### src/rtl/dma_desc_writeback_if.sv
// Purpose: bundles the completion-FIFO pop port and the Avalon-MM descriptor write-back port.
// Latency: none (wires only).
// Backpressure: FIFO side is pop-on-demand gated by empty; Avalon side stalls on waitrequest.
//
// Signals:
//   dma_wb_fifo_empty_i       completion FIFO empty
//   dma_wb_fifo_rd_o          completion FIFO pop (one-cycle pulse)
//   dma_wb_fifo_rddata_i      {status, actual_len, desc_addr}, valid the cycle after a pop
//   dma_desc_wb_write_o       Avalon write
//   dma_desc_wb_bcount_o      Avalon burstcount
//   dma_desc_wb_addr_o        Avalon byte address
//   dma_desc_wb_wrdata_o      Avalon write data
//   dma_desc_wb_waitrequest_i Avalon waitrequest
// Modports: master = write-back engine, slave = FIFO + memory side.
interface dma_desc_writeback_if;
    logic        dma_wb_fifo_empty_i;
    logic        dma_wb_fifo_rd_o;
    logic [95:0] dma_wb_fifo_rddata_i;
    logic        dma_desc_wb_write_o;
    logic [3:0]  dma_desc_wb_bcount_o;
    logic [31:0] dma_desc_wb_addr_o;
    logic [31:0] dma_desc_wb_wrdata_o;
    logic        dma_desc_wb_waitrequest_i;

    modport master (
        input  dma_wb_fifo_empty_i,
        input  dma_wb_fifo_rddata_i,
        input  dma_desc_wb_waitrequest_i,
        output dma_wb_fifo_rd_o,
        output dma_desc_wb_write_o,
        output dma_desc_wb_bcount_o,
        output dma_desc_wb_addr_o,
        output dma_desc_wb_wrdata_o
    );

    modport slave (
        output dma_wb_fifo_empty_i,
        output dma_wb_fifo_rddata_i,
        output dma_desc_wb_waitrequest_i,
        input  dma_wb_fifo_rd_o,
        input  dma_desc_wb_write_o,
        input  dma_desc_wb_bcount_o,
        input  dma_desc_wb_addr_o,
        input  dma_desc_wb_wrdata_o
    );
endinterface

### src/rtl/dma_desc_writeback.sv
// Purpose: pops DMA completion entries and writes {actual_len, status} back into descriptor words 6-7.
// Latency: 5 cycles per descriptor with no waitrequest (POP, LATCH, BEAT0, BEAT1, DONE), one per 6 sustained.
// Backpressure: each Avalon beat holds while waitrequest=1; run=0 only blocks new pops, never aborts a burst.
//
// Ports:
//   clk, reset         clock and synchronous active-high reset
//   csr_control_i      bit0 run, bit1 irq_en, bit2 clr_count
//   bus                FIFO pop port and Avalon-MM burst write port (master modport)
//   dma_desc_wb_irq_o  one-cycle completion interrupt (during DONE)
//   dma_desc_wb_count_o number of descriptors written back, wraps, clearable
//   dma_desc_wb_busy_o high whenever the engine is not idle
module dma_desc_writeback #(
    parameter int CNT_W = 16
) (
    input  logic                 clk,
    input  logic                 reset,
    input  logic [31:0]          csr_control_i,
    dma_desc_writeback_if.master bus,
    output logic                 dma_desc_wb_irq_o,
    output logic [CNT_W-1:0]     dma_desc_wb_count_o,
    output logic                 dma_desc_wb_busy_o
);

    typedef enum logic [2:0] {
        S_IDLE  = 3'd0,
        S_POP   = 3'd1,
        S_LATCH = 3'd2,
        S_BEAT0 = 3'd3,
        S_BEAT1 = 3'd4,
        S_DONE  = 3'd5
    } state_t;

    // Status word bit positions
    localparam int IRQ_ON_DONE_BIT = 24;

    state_t      state;
    logic [31:0] addr_r;
    logic [29:0] stat_r;

    logic        run;
    logic        irq_en;
    logic        clr_count;
    logic [31:0] desc_addr_in;
    logic [31:0] wb_addr_in;
    logic [31:0] stat_wb;

    assign run       = csr_control_i[0];
    assign irq_en    = csr_control_i[1];
    assign clr_count = csr_control_i[2];

    // Descriptors are 32-byte aligned; the low address bits carried in the
    // completion entry are ignored. Word 6 sits at byte offset 24.
    assign desc_addr_in = bus.dma_wb_fifo_rddata_i[31:0];
    assign wb_addr_in   = {desc_addr_in[31:5], 5'b0} + 32'd24;

    // Status handed back to software: owned_by_hw cleared, done set,
    // everything else passed through from the data mover.
    assign stat_wb = {1'b0, 1'b1, stat_r};

    // The Avalon address is simply the latched descriptor word-6 address; it
    // holds between bursts.
    assign bus.dma_desc_wb_addr_o = addr_r;

    // Bits of the CSR and completion entry this block has no use for.
    logic unused_bits;
    assign unused_bits = ^{csr_control_i[31:3],
                           bus.dma_wb_fifo_rddata_i[95:94],
                           desc_addr_in[4:0]};

    always_ff @(posedge clk) begin
        if (reset) begin
            state                    <= S_IDLE;
            addr_r                   <= '0;
            stat_r                   <= '0;
            bus.dma_wb_fifo_rd_o     <= 1'b0;
            bus.dma_desc_wb_write_o  <= 1'b0;
            bus.dma_desc_wb_bcount_o <= 4'd0;
            bus.dma_desc_wb_wrdata_o <= '0;
            dma_desc_wb_irq_o        <= 1'b0;
            dma_desc_wb_count_o      <= '0;
            dma_desc_wb_busy_o       <= 1'b0;
        end else begin
            // Pulsed outputs default low; they are only raised for the
            // single cycle they belong to.
            bus.dma_wb_fifo_rd_o <= 1'b0;
            dma_desc_wb_irq_o    <= 1'b0;

            case (state)
                S_IDLE: begin
                    // run is only honoured here, so dropping it never cuts a
                    // burst short.
                    if (run && !bus.dma_wb_fifo_empty_i) begin
                        state                <= S_POP;
                        bus.dma_wb_fifo_rd_o <= 1'b1;
                        dma_desc_wb_busy_o   <= 1'b1;
                    end
                end

                S_POP: begin
                    state <= S_LATCH;
                end

                S_LATCH: begin
                    // FIFO read data is valid now, one cycle after the pop.
                    // The length goes straight into the beat-0 data register.
                    addr_r                   <= wb_addr_in;
                    stat_r                   <= bus.dma_wb_fifo_rddata_i[93:64];
                    bus.dma_desc_wb_write_o  <= 1'b1;
                    bus.dma_desc_wb_bcount_o <= 4'd2;
                    bus.dma_desc_wb_wrdata_o <= bus.dma_wb_fifo_rddata_i[63:32];
                    state                    <= S_BEAT0;
                end

                S_BEAT0: begin
                    if (!bus.dma_desc_wb_waitrequest_i) begin
                        bus.dma_desc_wb_wrdata_o <= stat_wb;
                        state                    <= S_BEAT1;
                    end
                end

                S_BEAT1: begin
                    if (!bus.dma_desc_wb_waitrequest_i) begin
                        bus.dma_desc_wb_write_o  <= 1'b0;
                        bus.dma_desc_wb_bcount_o <= 4'd0;
                        bus.dma_desc_wb_wrdata_o <= '0;
                        // irq is registered so it lines up exactly with DONE.
                        dma_desc_wb_irq_o        <= stat_r[IRQ_ON_DONE_BIT] && irq_en;
                        state                    <= S_DONE;
                    end
                end

                S_DONE: begin
                    dma_desc_wb_count_o <= dma_desc_wb_count_o + CNT_W'(1);
                    dma_desc_wb_busy_o  <= 1'b0;
                    state               <= S_IDLE;
                end

                default: begin
                    bus.dma_desc_wb_write_o  <= 1'b0;
                    bus.dma_desc_wb_bcount_o <= 4'd0;
                    bus.dma_desc_wb_wrdata_o <= '0;
                    dma_desc_wb_busy_o       <= 1'b0;
                    state                    <= S_IDLE;
                end
            endcase

            // Placed after the state case so a clear in the DONE cycle
            // overrides the increment.
            if (clr_count) begin
                dma_desc_wb_count_o <= '0;
            end
        end
    end

endmodule

### src/flat_wrapper.sv
// flat-port wrapper written by rule: the top's interface ports become plain ports
module dma_desc_writeback_flat 
#(
    parameter int CNT_W = 16
)
  (clk, reset, csr_control_i, dma_desc_wb_irq_o, dma_desc_wb_count_o, dma_desc_wb_busy_o, bus_dma_wb_fifo_empty_i, bus_dma_wb_fifo_rddata_i, bus_dma_desc_wb_waitrequest_i, bus_dma_wb_fifo_rd_o, bus_dma_desc_wb_write_o, bus_dma_desc_wb_bcount_o, bus_dma_desc_wb_addr_o, bus_dma_desc_wb_wrdata_o);
  dma_desc_writeback_if bus_i ();
  input  logic clk;
  input  logic reset;
  input  logic [31:0] csr_control_i;
  output logic dma_desc_wb_irq_o;
  output logic [CNT_W-1:0] dma_desc_wb_count_o;
  output logic dma_desc_wb_busy_o;
  input wire logic [$bits(bus_i.dma_wb_fifo_empty_i)-1:0] bus_dma_wb_fifo_empty_i;
  input wire logic [$bits(bus_i.dma_wb_fifo_rddata_i)-1:0] bus_dma_wb_fifo_rddata_i;
  input wire logic [$bits(bus_i.dma_desc_wb_waitrequest_i)-1:0] bus_dma_desc_wb_waitrequest_i;
  output wire logic [$bits(bus_i.dma_wb_fifo_rd_o)-1:0] bus_dma_wb_fifo_rd_o;
  output wire logic [$bits(bus_i.dma_desc_wb_write_o)-1:0] bus_dma_desc_wb_write_o;
  output wire logic [$bits(bus_i.dma_desc_wb_bcount_o)-1:0] bus_dma_desc_wb_bcount_o;
  output wire logic [$bits(bus_i.dma_desc_wb_addr_o)-1:0] bus_dma_desc_wb_addr_o;
  output wire logic [$bits(bus_i.dma_desc_wb_wrdata_o)-1:0] bus_dma_desc_wb_wrdata_o;
  assign bus_i.dma_wb_fifo_empty_i = bus_dma_wb_fifo_empty_i;
  assign bus_i.dma_wb_fifo_rddata_i = bus_dma_wb_fifo_rddata_i;
  assign bus_i.dma_desc_wb_waitrequest_i = bus_dma_desc_wb_waitrequest_i;
  assign bus_dma_wb_fifo_rd_o = bus_i.dma_wb_fifo_rd_o;
  assign bus_dma_desc_wb_write_o = bus_i.dma_desc_wb_write_o;
  assign bus_dma_desc_wb_bcount_o = bus_i.dma_desc_wb_bcount_o;
  assign bus_dma_desc_wb_addr_o = bus_i.dma_desc_wb_addr_o;
  assign bus_dma_desc_wb_wrdata_o = bus_i.dma_desc_wb_wrdata_o;
  dma_desc_writeback #(.CNT_W(CNT_W)) u_core (.clk(clk), .reset(reset), .csr_control_i(csr_control_i), .bus(bus_i), .dma_desc_wb_irq_o(dma_desc_wb_irq_o), .dma_desc_wb_count_o(dma_desc_wb_count_o), .dma_desc_wb_busy_o(dma_desc_wb_busy_o));
endmodule
### config.mk
export PLATFORM = sky130hd
export DESIGN_NAME = dma_desc_writeback_flat
export DESIGN_NICKNAME = d
export VERILOG_FILES = /design/src/rtl/dma_desc_writeback_if.sv /design/src/rtl/dma_desc_writeback.sv /design/src/flat_wrapper.sv
export SDC_FILE = /design/constraint.sdc
export NUM_CORES = 1
export LEC_CHECK = 0
export CORE_MARGIN = 10
export CORE_UTILIZATION = 44
export DETAILED_ROUTE_END_ITERATION = 7
export PLACE_DENSITY = 0.85
export REMOVE_ABC_BUFFERS = 1
export SETUP_SLACK_MARGIN = 0.2
export SYNTH_ARGS = -nofsm -noshare
export SYNTH_HDL_FRONTEND = slang
export SYNTH_SLANG_ARGS = --single-unit
### constraint.sdc
create_clock -name clk -period 2.96 [get_ports clk]
set_clock_uncertainty 0.05 [all_clocks]
set_input_delay 0.592 -clock clk [delete_from_list [all_inputs] [get_ports clk]]
set_output_delay 0.592 -clock clk [all_outputs]
set_load 0.01 [all_outputs]
==> flow_summary.json <==
{
  "post_synth_main_area_contributors": "sky130_fd_sc_hd__dfxtp_1 (49%), sky130_fd_sc_hd__nand2_1 (12%), sky130_fd_sc_hd__a21oi_1 (11%), sky130_fd_sc_hd__mux2i_1 (6.7%), sky130_fd_sc_hd__or3_1 (5.0%)",
  "min_path_cells": 2,
  "hold_path.class": "flip-flop to flip-flop",
  "min-delay-start": "u_core.bus.dma_desc_wb_wrdata_o[30]",
  "number_of_global_route_vias_before_repair": 4625,
  "drt.antenna.violating_nets": 0,
  "delay_of_the_slowest_critical_path_stage_ns": 0.96,
  "drt-met1-wl_um": 5490,
  "outcome": "complete, no violations",
  "grt-ovfl-total": 0,
  "tritoncts": "yes",
  "grt_pass1_wl_um": 23500,
  "totalPowerFinal_uw": 4300,
  "global_route.usage.total": 0.197,
  "synth_top_flop_cell": "sky130_fd_sc_hd__dfxtp_1",
  "synth_area_per_cell_sq_um": 8.24,
  "cts.path.max_buffers": 2,
  "avgRoutedWirePerCell_um": 17.3,
  "period_minus_slack_ns": 2.28,
  "cts_resized": 0,
  "leakage_uw": 0.00243,
  "postCtsHoldBufs": 0,
  "crit-reg2reg-capture": "u_core.bus.dma_desc_wb_addr_o[16]",
  "worst-r2r-setup-slack_ns": 0.68,
  "reg2regPathDepth": 3,
  "n_fill_cell": 780,
  "fmax_mhz": 438,
  "yosysUniqueCellTypes": 36,
  "clock_buffers_created_by_tritoncts": 17,
  "netlist_top_cells_count": "sky130_fd_sc_hd__nand2_1 (153), sky130_fd_sc_hd__dfxtp_1 (113), sky130_fd_sc_hd__a21oi_1 (98)",
  "layout-drive-gt1-share": 0.0680,
  "clock_tree.root_cell": "sky130_fd_sc_hd__clkbuf_8",
  "drt_iter0_drc": 328,
  "worst_ir_drop_vdd_mv": 0.560,
  "drv.max_cap_violation_count": 0,
  "yosysTopAreaCellShare": 0.488,
  "timing.setup.tns_ns": 0,
  "antenna_violations_before_repair": 0,
  "vias": 4501,
  "yosysMostFrequentCell": "sky130_fd_sc_hd__nand2_1",
  "synth_top_area_cell": "sky130_fd_sc_hd__dfxtp_1",
  "relSlewSlack": 0.269,
  "report.final.setup_viol": 0,
  "cp.required_ns": 3.34,
  "reg2reg_from": "u_core.state[0]",
  "synth_warnings": 0,
  "synth.cell_area_sq_mm": 0.00464,
  "synth-seq-area-share": 0.488,
  "worst-setup-path-type": "flip-flop to flip-flop",
  "postSynthCellCount": 563,
  "detail_route.wirelength_um": 15100,
  "antennaDiodeCount": 0,
  "cts.repair_timing.setup_buffer_count": 0,
  "core_area_sq_mm": 0.0103,
  "clock_tree.htree_level_count": 4,
  "syn_to_final_growth_pct": 51.9,
  "fp-row-count": 37,
  "finalWeightedCongestion": 0.832,
  "routed-wl-met3_um": 2050,
  "wl_met2_um": 7340,
  "topRoutingLayerUsed": "met4",
  "period_share": 0.771,
  "clkSlewWorstSetupHoldPaths_ns": 0.06,
  "least_margin_pin_slew_ns": 1.10,
  "asyncSetResetFlopFracSynth": 0,
  "avg_vias_per_cell": 5.17,
  "dp_hpwl_um": 10700,
  "crit_path_top_delay_cell": "sky130_fd_sc_hd__or2_2",
  "start_kind": "flip-flop",
  "rsz0062_at_grt": "no",
  "crit_path_max_fanout": 57,
  "clk_latency_ns": 0.50,
  "port_buffers": 177,
  "layout.nets": 856,
  "worst_setup_path_end_kind": "flip-flop",
  "hold_worst_path_end": "u_core.bus.dma_desc_wb_wrdata_o[30]",
  "die_area_sq_mm": 0.0151,
  "pwr_density_cell_mw_per_mm2": 609,
  "initial_core_util": 0.451,
  "pin_count": 220,
  "post-route-drc-count": 0,
  "numClockSinks": 113,
  "cp_cell_sequence": "or2_2, nand2_1, a21oi_1",
  "synth-edff-count": 0,
  "flops_latches_synth": 113,
  "report.final.slew_viol_count": 0,
  "firstDrtPassIters": 4,
  "grt_start_max_net_pins": 63,
  "worstPathArrival_ns": 2.66,
  "number_of_hold_violations_in_the_final_report": 0,
  "dieHeight_um": 123,
  "die_x_um": 123,
  "worst_setup_path_startpoint": "u_core.state[0]"
}
per-layer routing:
metal / vias up / track usage
met3: 17 / 0.120
li1: 2200 / -
met4: 0 / 0.0582
met1: 2095 / 0.200
met5: - / 0
met2: 189 / 0.332
worst max-delay path by stage:
| stage | depth (start not counted) | end | slack (ns) |
|---|---|---|---|
| floorplan | 3 | u_core.bus.dma_desc_wb_wrdata_o[31] | -0.49 |
| detailed placement | 6 | u_core.bus.dma_desc_wb_wrdata_o[19] | 0.65 |
| global placement | 6 | u_core.bus.dma_desc_wb_wrdata_o[20] | 0.69 |
| global route | 3 | u_core.bus.dma_desc_wb_addr_o[16] | 0.51 |
| finish | 3 | u_core.bus.dma_desc_wb_addr_o[16] | 0.68 |
| CTS | 3 | u_core.bus.dma_desc_wb_addr_o[16] | 0.68 |
metrics by stage:
stage	hold WS, ns	std cells	cell area (sq um)	util	setup WS (ns)
floorplan	0.380	519	4400	-	-0.487
global placement	0.388	840	6430	0.626	0.694
detailed placement	0.395	840	6430	0.626	0.650
CTS	0.403	871	7050	0.686	0.678
global route	0.421	871	7050	0.686	0.510
finish	0.398	871	7050	0.686	0.679
critical path, delay by kind of cell, from the launching register on:
kind	cells	cell delay, ns
and+or+nand+nor	2	1.14
AOI/OAI and AO/OA	1	0.21
DFF	1	0.77
cells in the final DEF (no fill, tap or decap), drive strengths merged:
master / Yosys / final
nor3: 4 / 4
or2: 3 / 3
nand3: 3 / 3
a22oi: 2 / 2
o21bai: 2 / 2
nor2: 20 / 20
clkinvlp: 0 / 4
buf: 25 / 9
nand4: 5 / 5
conb: 1 / 6
a2bb2oi: 1 / 1
nand4b: 2 / 2
a21boi: 1 / 1
nor4: 5 / 5
or3: 38 / 38
dfxtp: 113 / 113
nand2b: 2 / 2
nand2: 153 / 153
xnor2: 7 / 7
nor2b: 1 / 1
bufinv: 0 / 4
inv: 8 / 9
nand3b: 3 / 3
a21oi: 98 / 98
xor2: 2 / 2
a21o: 1 / 1
o21ai: 5 / 5
clkdlybuf4s50: 0 / 176
clkbuf: 24 / 18
clkinv: 0 / 4
ha: 1 / 1
a31o: 2 / 2
mux2i: 31 / 31
sequential cells by signal, indices dropped and copies added (netlist names):
name,cells
u_core.stat_r,30
u_core.bus.dma_desc_wb_bcount_o,1
u_core.dma_desc_wb_busy_o,1
u_core.bus.dma_desc_wb_addr_o,28
u_core.dma_desc_wb_count_o,16
u_core.dma_desc_wb_irq_o,1
u_core.state,3
u_core.bus.dma_wb_fifo_rd_o,1
u_core.bus.dma_desc_wb_wrdata_o,32
report_power, final:
group	internal (uW)	leakage (uW)	switching, uW
clock network	1380	0.000289	726
logic	280	0.00123	261
registers	1590	0.000916	54.6
layout make-up:
class	count	area [sq um]	area share
Timing Repair Buffer	185	1850	0.263
Multi-Input combinational cell	398	2120	0.301
Clock inverter	13	186	0.0265
Clock buffer	18	428	0.0607
Inverter	8	30.0	0.00426
Sequential cell	113	2260	0.321
Tap cell	136	170	0.0241
logic make-up after synthesis:
group / after synthesis / share of synthesized area
other: 1 / 0.000808
and+or+nand+nor: 239 / 0.236
muxes: 31 / 0.0669
xor gates and xnor gates: 9 / 0.0170
AOI/OAI and AO/OA: 112 / 0.128
DFF: 113 / 0.488
adders and majority gates: 1 / 0.00270
buffers and inverters: 57 / 0.0615
No activity file was read; power rests on OpenSTA's default activity.
